## src/rtl/wb_lsu.sv

```systemverilog
// wb_lsu: RV32 load/store unit issuing one Wishbone pipelined transaction per core request
module wb_lsu #(
    parameter int AW      = 13,
    parameter int TIMEOUT = 255
) (
    input  logic          i_clk,
    input  logic          i_reset,
    input  logic          i_stb,
    input  logic          i_we,
    input  logic [1:0]    i_size,
    input  logic          i_unsigned,
    input  logic [31:0]   i_addr,
    input  logic [31:0]   i_wdata,
    output logic          o_busy,
    output logic          o_done,
    output logic          o_err,
    output logic [31:0]   o_rdata,
    output logic          o_wb_cyc,
    output logic          o_wb_stb,
    output logic          o_wb_we,
    output logic [AW-1:0] o_wb_addr,
    output logic [31:0]   o_wb_data,
    output logic [3:0]    o_wb_sel,
    input  logic          i_wb_ack,
    input  logic          i_wb_stall,
    input  logic          i_wb_err,
    input  logic [31:0]   i_wb_data
);
    localparam int CW = $clog2(TIMEOUT + 1);

    typedef enum logic [1:0] {IDLE, REQ, WAIT} state_t;

    state_t        state_q, state_d;
    logic [CW-1:0] cnt_q, cnt_d;
    logic          done_q, done_d;
    logic          err_q, err_d;
    logic [31:0]   rdata_q, rdata_d;
    logic          we_q, we_d;
    logic [AW-1:0] addr_q, addr_d;
    logic [31:0]   wdat_q, wdat_d;
    logic [3:0]    sel_q, sel_d;
    logic [1:0]    off_q, off_d;
    logic [1:0]    size_q, size_d;
    logic          uns_q, uns_d;

    logic [1:0]    off;
    logic          bad;
    logic          tmo;
    logic [31:0]   shifted;
    logic [31:0]   ld_val;
    logic          unused_addr_bits;

    // Upper byte-address bits lie outside the memory window and are ignored.
    assign unused_addr_bits = ^i_addr[31:AW+2];

    assign off = i_addr[1:0];
    assign bad = (i_size == 2'b11) || (i_size == 2'b01 && off[0]) || (i_size == 2'b10 && off != 2'b00);
    assign tmo = cnt_q == CW'(TIMEOUT);

    // Words have offset zero, so the shifted value is the raw bus word for them.
    assign shifted = i_wb_data >> {off_q, 3'b000};
    assign ld_val  = size_q == 2'b00 ? {{24{~uns_q & shifted[7]}}, shifted[7:0]} :
                     size_q == 2'b01 ? {{16{~uns_q & shifted[15]}}, shifted[15:0]} : shifted;

    assign o_busy    = state_q != IDLE;
    assign o_done    = done_q;
    assign o_err     = err_q;
    assign o_rdata   = rdata_q;
    assign o_wb_cyc  = state_q != IDLE;
    assign o_wb_stb  = state_q == REQ;
    assign o_wb_we   = we_q;
    assign o_wb_addr = addr_q;
    assign o_wb_data = wdat_q;
    assign o_wb_sel  = sel_q;

    // Next state: accept/reject requests in IDLE, track stall, ack, error and timeout on the bus.
    always_comb begin
        state_d = state_q;
        cnt_d   = cnt_q;
        done_d  = 1'b0;
        err_d   = 1'b0;
        rdata_d = rdata_q;
        we_d    = we_q;
        addr_d  = addr_q;
        wdat_d  = wdat_q;
        sel_d   = sel_q;
        off_d   = off_q;
        size_d  = size_q;
        uns_d   = uns_q;
        case (state_q)
            IDLE: begin
                if (i_stb && bad) begin
                    done_d = 1'b1;
                    err_d  = 1'b1;
                end else if (i_stb) begin
                    state_d = REQ;
                    cnt_d   = '0;
                    we_d    = i_we;
                    addr_d  = i_addr[AW+1:2];
                    sel_d   = i_size == 2'b00 ? 4'b0001 << off : i_size == 2'b01 ? 4'b0011 << off : 4'b1111;
                    wdat_d  = i_size == 2'b00 ? {4{i_wdata[7:0]}} : i_size == 2'b01 ? {2{i_wdata[15:0]}} : i_wdata;
                    off_d   = off;
                    size_d  = i_size;
                    uns_d   = i_unsigned;
                end
            end
            default: begin
                cnt_d = cnt_q + 1'b1;
                if (state_q == REQ && !i_wb_stall) state_d = WAIT;
                if (i_wb_ack || i_wb_err || tmo) begin
                    state_d = IDLE;
                    done_d  = 1'b1;
                    err_d   = i_wb_err || !i_wb_ack;
                    if (!we_q && i_wb_ack && !i_wb_err) rdata_d = ld_val;
                end
            end
        endcase
    end

    // State and output registers; reset aborts any bus cycle immediately.
    always_ff @(posedge i_clk or posedge i_reset) begin
        if (i_reset) begin
            state_q <= IDLE;
            cnt_q   <= '0;
            done_q  <= 1'b0;
            err_q   <= 1'b0;
            rdata_q <= '0;
            we_q    <= 1'b0;
            addr_q  <= '0;
            wdat_q  <= '0;
            sel_q   <= '0;
            off_q   <= '0;
            size_q  <= '0;
            uns_q   <= 1'b0;
        end else begin
            state_q <= state_d;
            cnt_q   <= cnt_d;
            done_q  <= done_d;
            err_q   <= err_d;
            rdata_q <= rdata_d;
            we_q    <= we_d;
            addr_q  <= addr_d;
            wdat_q  <= wdat_d;
            sel_q   <= sel_d;
            off_q   <= off_d;
            size_q  <= size_d;
            uns_q   <= uns_d;
        end
    end
endmodule

```

## config.mk

```make
export PLATFORM = sky130hd
export DESIGN_NAME = wb_lsu
export DESIGN_NICKNAME = d
export VERILOG_FILES = /design/src/rtl/wb_lsu.sv
export SDC_FILE = /design/constraint.sdc
export NUM_CORES = 1
export LEC_CHECK = 0
export BUFFER_PORTS_ARGS = -buffer_cell sky130_fd_sc_hd__buf_2
export CORE_MARGIN = 4
export CORE_UTILIZATION = 53
export CTS_CLUSTER_DIAMETER = 50
export CTS_CLUSTER_SIZE = 20
export DETAILED_ROUTE_END_ITERATION = 8
export PLACE_DENSITY = 0.88
export SYNTH_ARGS = -nofsm -noshare
export SYNTH_HDL_FRONTEND = slang
export SYNTH_SLANG_ARGS = --single-unit
```

## constraint.sdc

```tcl
create_clock -name i_clk -period 6.9 [get_ports i_clk]
set_clock_uncertainty 0.2 [all_clocks]
set_input_delay 0.345 -clock i_clk [delete_from_list [all_inputs] [get_ports i_clk]]
set_output_delay 0.345 -clock i_clk [all_outputs]
set_load 0.05 [all_outputs]
```

==> reports/metrics.cfg, run 1 <==
[outcome]
outcome = completed

[setup_path]
max_stage_delay_ns = 0.82
required_ns = 6.94
path_cells = nor2_1 -> nand4_1 -> buf_4 -> mux2_2
slowest_stage = nand4_1
crit_path_end_kind = flop
crit_type = flop to flop
reg2reg_from = state_q[0]$_DFFE_PP0P_
critPathLaunch = state_q[0]$_DFFE_PP0P_
critPathLaunchType = flop
worst-path-buf-inv = 1
crit_family = simple AND/OR/NAND/NOR gates
cp_data_arrival_time_ns = 3.21
path_max_fanout = 69

[clocking]
insertion_delay_ns = 0.36
cts_max_level = 3
root_buffer = clkbuf_8
clockBufferDepth = 2
path_clk_slew_ns = 0.10
cts_tree = done
cts_setup_buffers = 0
numCtsBuffers = 9
cts_sinks = 99

[drt]
wl_um = 12530
ant_nets = 0
vias = 4119
dr.pass1.iters = 5
initialDrtViolationCount = 191
drc = 0
avgRoutedWirePerCell_um = 16.81
vias_per_cell = 5.529

[floorplan]
die_w_um = 104.1
fp.dieArea_um2 = 10830
initial_core_util_pct = 55.26
die_y_um = 104.1
core_um2 = 8848
num_io_pins = 193
rows = 34

[place]
dp_slack_ns = 3.773
dp_cells = 723
dp_hpwl_um = 9236
place_area_um2 = 5766
gp_congestion = 0.8788
portBuffers = 175

[sta]
fin_ws_ns = 3.732
fin_crit_sh_pct = 45.91
slew_headroom_pct = 25.47
rsz0062_at_grt = false
fmaxAchievable_mhz = 315.7
finalHoldViolCount = 0
post-route-min-period_ns = 3.168
drv_slew = 0
fin_setup_tns_ns = 0
worst_pin_slew_ns = 1.118
setup_viol = 0

[logic_synthesis]
synth_cells = 468
ys_types = 43
yosys_warnings = 0
synth-seq-cells = 99
synth.area.top_cells = dfrtp_1 51%, mux2_2 8.8%, mux2i_1 8.6%, nand2_1 4.8%, o21ai_0 4.6%
synth_area_um2 = 4890
async_flop_share_pct = 100.0
synth_area_per_cell_um2 = 10.45
synth_top_area_share_pct = 50.67
synth_edf_count = 0
ys.flop_type = dfrtp_1
yosysTopAreaCell = dfrtp_1
synth_fp_nets = 579
synth.yosys.seq_area_share_pct = 50.67

[power]
power_density_nw_per_um2 = 406.2
p_leak_nw = 2.954
p_total_mw = 2.453
ir_drop_v = 0.0002287

[grt]
track_usage_pct = 23.28
antenna_found_initial = 0
grt_first_pass_wirelength_um = 20750
grt_overflow = 0
grt_max_degree = 70
grt_pass1_vias = 4177

[min_path]
hold_class = input pin to flop
hold_start = i_addr[10]

[job]
maxCapViolations = 0

[final_layout]
drive_gt1_share_pct = 39.56
diodes = 0
instances_no_fill = 745
stdcell_area_um2 = 6037
seqCellArea_um2 = 2477
nFillCells = 687
multiInputGateArea_um2 = 2226
syn2layout_area_growth_pct = 23.46
finalNetCount = 743

## layout by cell type, fill, tap and decap left out, drive strengths merged, types with 5 or more instances in the layout
| cell | synthesis | routed |
|---|---|---|
| buf | 23 | 179 |
| dfrtp | 99 | 99 |
| nand2 | 62 | 62 |
| o21ai | 51 | 51 |
| mux2i | 42 | 42 |
| nor2 | 42 | 42 |
| mux2 | 38 | 38 |
| a21oi | 26 | 26 |
| a31oi | 14 | 14 |
| clkbuf | 9 | 11 |
| nor2b | 10 | 10 |
| o2bb2ai | 7 | 7 |
| dlygate4sd3 | 0 | 6 |
| inv | 5 | 6 |
| ha | 5 | 5 |
## per-layer routing
metal  track usage (%)  wire length (um)  vias to the layer above
met1             28.64              5062                     1958
met5                 0                 0                        -
met2             39.74              6172                      178
met3             6.269              1085                       17
li1                  -                 -                     1966
met4             7.787               204                        0
## metrics by stage
stage               util (%)  hold WS [ns]
global route           68.23      0.003975
finish                 68.23       0.01894
floorplan                  -        0.2651
global placement       65.16        0.2079
CTS                    68.23      0.001479
detailed placement     65.16        0.2172
## registers in the layout, indices dropped and copies added (netlist names)
| signal | count |
|---|---|
| cnt_q | 8 |
| o_done | 1 |
| o_err | 1 |
| o_rdata | 32 |
| o_wb_addr | 13 |
| o_wb_data | 32 |
| o_wb_sel | 4 |
| o_wb_we | 1 |
| off_q | 2 |
| size_q | 2 |
| state_q | 2 |
| uns_q | 1 |
## cell families (layout without fill, tap and decap cells)
group / after synthesis / count (layout) / synth area share (%)
buffers and inverters: 37 / 206 / 3.940
AOI/OAI and AO/OA: 112 / 112 / 14.66
adders and majority gates: 5 / 5 / 1.279
xor gates and xnor gates: 2 / 2 / 0.3583
muxes: 80 / 80 / 17.35
and+or+nand+nor: 133 / 133 / 11.75
DFF: 99 / 99 / 50.67
## report_power, final
group          internal, mW  total [mW]  switching [mW]
sequential            0.755       0.871           0.116
clock                 0.189       0.393           0.204
combinational         0.309        1.19           0.881
## synth_stat cells, types with 2 or more instances
cell and number:
inv_1 4, nand4_1 2, a31oi_1 3, buf_4 5
buf_6 2, nor3_1 4, a21o_1 2, o2bb2ai_1 7
mux2_2 38, dfrtp_1 99, and2_1 2, buf_2 15
mux2i_1 42, nand2_1 62, nor2b_1 10, a21oi_1 26
nor2_1 41, a211oi_1 4, a31oi_2 11, nand3_1 4
or2_2 2, o21ai_0 45, o21ai_1 5, ha_1 5
o22ai_1 3, clkbuf_1 8
## cell type report
cell class              instances  share of cell area, %
flip-flops and latches         99                  41.04
multi-input cells             332                  36.87
repair buffers                185                  16.00
clock buffers                  11                  2.508
well taps                     108                  2.238
clock inverters                 5                 0.9948
inverters                       5                 0.3523
## worst reg2reg max path: stages, from the launching register on
cell     delay, ns
dfrtp_1       0.41
nor2_1        0.62
nand4_1       0.82
buf_4         0.59
mux2_2        0.40
## path summary, 6_finish.rpt
path | to | slack (ns) | cells past startpoint
max | size_q[1]$_DFFE_PP0P_ | 3.73 | 4
min in group asynchronous | o_wb_addr[1]$_DFFE_PP0P_ | 0.36 | 3
max reg2reg | size_q[1]$_DFFE_PP0P_ | 3.73 | 4
min | o_wb_addr[8]$_DFFE_PP0P_ | 0.02 | 2
max in group asynchronous | off_q[1]$_DFFE_PP0P_ | 4.98 | 4
min reg2reg | o_wb_data[31]$_DFFE_PP0P_ | 0.29 | 2
## timing repair
| action | in CTS | in global routing |
|---|---|---|
| endpoints found under the hold margin | 45 | 0 |
| resized for setup | 0 | 0 |
| hold buffers | 6 | 0 |
Power figures use the tool's default switching activity.
==> inputs of run 2 (changes only) <==
Settings changed: CORE_UTILIZATION 53 to 49, PLACE_DENSITY 0.88 to 0.82.
Clock period 6.9 ns to 3 ns, I/O delays scaled along.
==> reports/metrics.cfg, run 2 (synthesized netlist as in run 1, its figures left out) <==
[drt]
avgRoutedWirePerCell_um = 17.40
initialDrtViolationCount = 194
drc = 0
ant_nets = 0
vias_per_cell = 5.361
dr.pass1.iters = 4
wl_um = 14600
vias = 4498

[place]
dp_hpwl_um = 8741
gp_congestion = 0.8841
portBuffers = 175
dp_cells = 750

[power]
power_density_nw_per_um2 = 850.7
ir_drop_v = 0.0004592
p_leak_nw = 3.253

[floorplan]
rows = 36
initial_core_util_pct = 50.26
core_um2 = 9729
fp.dieArea_um2 = 11640
die_y_um = 107.9
num_io_pins = 193
die_w_um = 107.9

[min_path]
hold_class = input pin to flop
worstHoldPathCells = 4

[setup_path]
cp_data_arrival_time_ns = 2.45
path_max_fanout = 14
crit_type = flop to flop
crit_path_end_kind = flop
required_ns = 3.01
reg2reg_depth = 4
critPathLaunchType = flop

[final_layout]
finalNetCount = 812
syn2layout_area_growth_pct = 38.95
drive_gt1_share_pct = 35.84
final_common_cell = buf_2
multiInputGateArea_um2 = 2226
seqCellArea_um2 = 2477
diodes = 0
layout_common_cells = 175 x buf_2, 99 x dfrtp_1, 73 x dlygate4sd3_1, 62 x nand2_1, 45 x o21ai_0
nFillCells = 688
instances_no_fill = 839

[sta]
drv_slew = 0
worst_pin_slew_ns = 0.8917
fin_setup_tns_ns = 0
post-route-min-period_ns = 2.446
slew_headroom_pct = 40.43
finalHoldViolCount = 0
fin_crit_sh_pct = 81.54
fmaxAchievable_mhz = 408.8
setup_viol = 0
rsz0062_at_grt = false

[grt]
grt_max_degree = 100
grt_pass1_vias = 4711
grt_overflow = 0
antenna_found_initial = 0
grt_first_pass_wirelength_um = 23240
track_usage_pct = 25.26

[clocking]
cts_tree = done
numCtsBuffers = 9
root_buffer = clkbuf_8
cts_max_level = 3
path_clk_slew_ns = 0.09
clockBufferDepth = 2
cts_setup_buffers = 0
insertion_delay_ns = 0.36
cts_sinks = 99

[outcome]
outcome = completed

[job]
maxCapViolations = 0

==> run 2: cell count changes in the layout (fill, tap and decap cells not counted), sizes merged <==
| cell | delta |
|---|---|
| dlygate4sd3 | +67 |
| clkinvlp | +1 |
| clkbuf | +2 |
| clkinv | -2 |
| buf | +2 |
| inv | -1 |
==> run 2: worst paths after layout <==
| path | endpoint | startpoint | slack (ns) |
|---|---|---|---|
| max reg2reg | o_rdata[23]$_DFFE_PP0P_ | off_q[1]$_DFFE_PP0P_ | 0.55 |
| max | o_rdata[23]$_DFFE_PP0P_ | off_q[1]$_DFFE_PP0P_ | 0.55 |
| min in group asynchronous | o_rdata[15]$_DFFE_PP0P_ | i_reset | 0.28 |
| min | o_rdata[1]$_DFFE_PP0P_ | i_wb_data[1] | 0.04 |
| max in group asynchronous | cnt_q[2]$_DFFE_PP0P_ | i_reset | 1.93 |
| min reg2reg | o_wb_data[27]$_DFFE_PP0P_ | o_wb_data[27]$_DFFE_PP0P_ | 0.29 |
==> run 2: final cells by class <==
type,count,area share [%]
Tap cell,133,2.449
Sequential cell,99,36.46
Clock inverter,3,0.6630
Clock buffer,13,2.486
Multi-Input combinational cell,332,32.76
Inverter,5,0.3131
Timing Repair Buffer,254,24.86
==> run 2: where the power goes <==
group / switching, mW / total [mW] / internal (mW) / leakage, nW
Combinational: 2.06 / 2.85 / 0.785 / 1.95
Sequential: 0.269 / 2.01 / 1.74 / 1.20
Clock: 0.470 / 0.925 / 0.455 / 0.102
==> run 2: repair_timing <==
item                                   in CTS  in global routing
hold buffers                               73                  0
endpoints found under the hold margin     169                  0
gates resized for setup                     0                  0
==> run 2: per-layer routing <==
metal / track usage (%) / vias up / part of all wire [%]
met3: 7.019 / 35 / 8.3
li1: - / 2103 / -
met1: 29.86 / 2150 / 40
met4: 9.197 / 0 / 2.4
met2: 43.78 / 210 / 50
met5: 0 / - / 0
==> run 2: per-stage QoR <==
| step | hold WS, ns | worst slack, ns | power [mW] | area, um2 | utilization [%] |
|---|---|---|---|---|---|
| 2_1_floorplan | 0.09447 | 0.05957 | 4.093 | 4890 | - |
| 3_3_place_gp | 0.1178 | 0.7143 | 4.715 | 5849 | 60.12 |
| 3_5_place_dp | 0.1308 | 0.5796 | 4.777 | 5849 | 60.12 |
| 4_1_cts | 0.02733 | 0.6139 | 5.779 | 6794 | 69.83 |
| 5_1_grt | 0.04887 | 0.4148 | 6.057 | 6794 | 69.83 |
| 6_report | 0.04044 | 0.5539 | 5.780 | 6794 | 69.83 |
==> run 2: critical path, stage by stage, from the launching register on <==
cell and delay, ns:
dfrtp_1 0.66, mux2i_1 0.33, mux2i_1 0.19, a21boi_1 0.73, o22ai_1 0.20
==> inputs of run 3 (changes only) <==
Settings changed: CORE_UTILIZATION 49 to 44, PLACE_DENSITY 0.82 to 0.78.
Clock period 3 ns to 2.25 ns, I/O delays scaled along.
==> reports/metrics.cfg, run 3 (synthesized netlist as in run 1, its figures left out) <==
[place]
place_area_um2 = 5932
dp_cells = 765
dp_hpwl_um = 9749
portBuffers = 175
gp_congestion = 0.9494
dp_slack_ns = 0.09720

[clocking]
cts_sinks = 99
root_buffer = clkbuf_8
cts_max_level = 3
path_clk_slew_ns = 0.10
clockBufferDepth = 2
numCtsBuffers = 9
insertion_delay_ns = 0.36
cts_tree = done

[final_layout]
nFillCells = 805
instances_no_fill = 864
finalNetCount = 830
final_common_cell = buf_2
post-route-util_pct = 64.16
drive_gt1_share_pct = 36.60
syn2layout_area_growth_pct = 42.25
layout_common_cells = 175 x buf_2, 99 x dfrtp_1, 79 x dlygate4sd3_1, 62 x nand2_1, 44 x o21ai_0
stdcell_area_um2 = 6955
diodes = 0

[drt]
vias = 4639
vias_per_cell = 5.369
drc = 0
ant_nets = 0
wl_um = 15240
avgRoutedWirePerCell_um = 17.63
dr.pass1.iters = 4
initialDrtViolationCount = 303

[power]
p_int_mw = 3.884
p_comb_share_pct = 51.1
p_seq_share_pct = 34.7
p_total_mw = 7.652
switchingPower_mw = 3.768
power_density_nw_per_um2 = 1100
p_sw_share_pct = 49.25
p_leak_nw = 3.325
pwr-share-clk_pct = 14.2
ir_drop_v = 0.0009411

[sta]
drv_slew = 0
fin_hold_ws_ns = 0.01047
finalHoldViolCount = 0
fmaxAchievable_mhz = 463.1
fin_setup_tns_ns = 0
slew_headroom_pct = 61.89
fin_ws_ns = 0.09075
setup_viol = 0
fin_crit_sh_pct = 95.97
post-route-min-period_ns = 2.159
worst_pin_slew_ns = 0.5716

[setup_path]
required_ns = 2.30
path_max_fanout = 10
crit_type = input pin to flop
cp_data_arrival_time_ns = 2.21
crit_path_end_kind = flop
critPathLaunchType = input pin

[min_path]
hold_class = input pin to flop

[grt]
grt_max_degree = 100
antenna_found_initial = 0
grt_pass1_vias = 4795
track_usage_pct = 23.14
grt_first_pass_wirelength_um = 23810
grt_overflow = 0

[floorplan]
die_y_um = 113.4
fp.dieArea_um2 = 12860
core_um2 = 10840
die_w_um = 113.4
initial_core_util_pct = 45.11
num_io_pins = 193
rows = 38

[outcome]
outcome = completed

[job]
maxCapViolations = 0

## run 3: final cells by class
class	count	area (um2)	share of cell area [%]
multi-input cells	332	2238	32.18
flip-flops and latches	99	2477	35.62
inverters	5	22.52	0.3238
clock buffers	13	158.9	2.285
clock inverters	3	22.52	0.3238
well taps	140	175.2	2.518
repair buffers	272	1861	26.75
## run 3: repair_timing
item | in CTS | in global routing
hold buffers | 79 | 0
endpoints found under the hold margin | 174 | 0
setup buffers | 0 | 3
resized for setup | 0 | 4
endpoints found under the setup margin | 0 | 45
## run 3: power groups by stage
stage | sequential, mW | clock (mW) | combinational (mW)
after floorplan | 4.41 | 0 | 1.05
after global placement | 2.64 | 0 | 3.68
after detailed placement | 2.67 | 0 | 3.75
after CTS | 2.64 | 1.11 | 3.85
after global routing | 2.72 | 1.17 | 4.12
final | 2.66 | 1.09 | 3.91
## run 3: path summary, 6_finish.rpt
kind	start	to	slack, ns	cells after the start
max	i_size[0]	o_wb_data[30]$_DFFE_PP0P_	0.09	8
min	i_wb_data[1]	o_rdata[1]$_DFFE_PP0P_	0.01	4
max reg2reg	cnt_q[0]$_DFFE_PP0P_	state_q[0]$_DFFE_PP0P_	0.10	5
min reg2reg	o_wb_sel[1]$_DFFE_PP0P_	o_wb_sel[1]$_DFFE_PP0P_	0.28	2
max in group asynchronous	i_reset	o_rdata[26]$_DFFE_PP0P_	1.18	4
min in group asynchronous	i_reset	o_rdata[4]$_DFFE_PP0P_	0.20	4
## run 3: worst max-delay path: stages
cell and delay (ns):
dlygate4sd3_1 0.53, buf_2 0.23, buf_4 0.24, mux2i_1 0.26, nor2_1 0.08, a21oi_1 0.12, dlygate4sd3_1 0.56, o21ai_0 0.07
## run 3: metal layers
layer | global-route usage [%] | share of wire (%)
met2 | 39.61 | 49
met1 | 27.46 | 39
met3 | 5.517 | 8.8
met5 | 0 | 0
met4 | 11.06 | 3.5
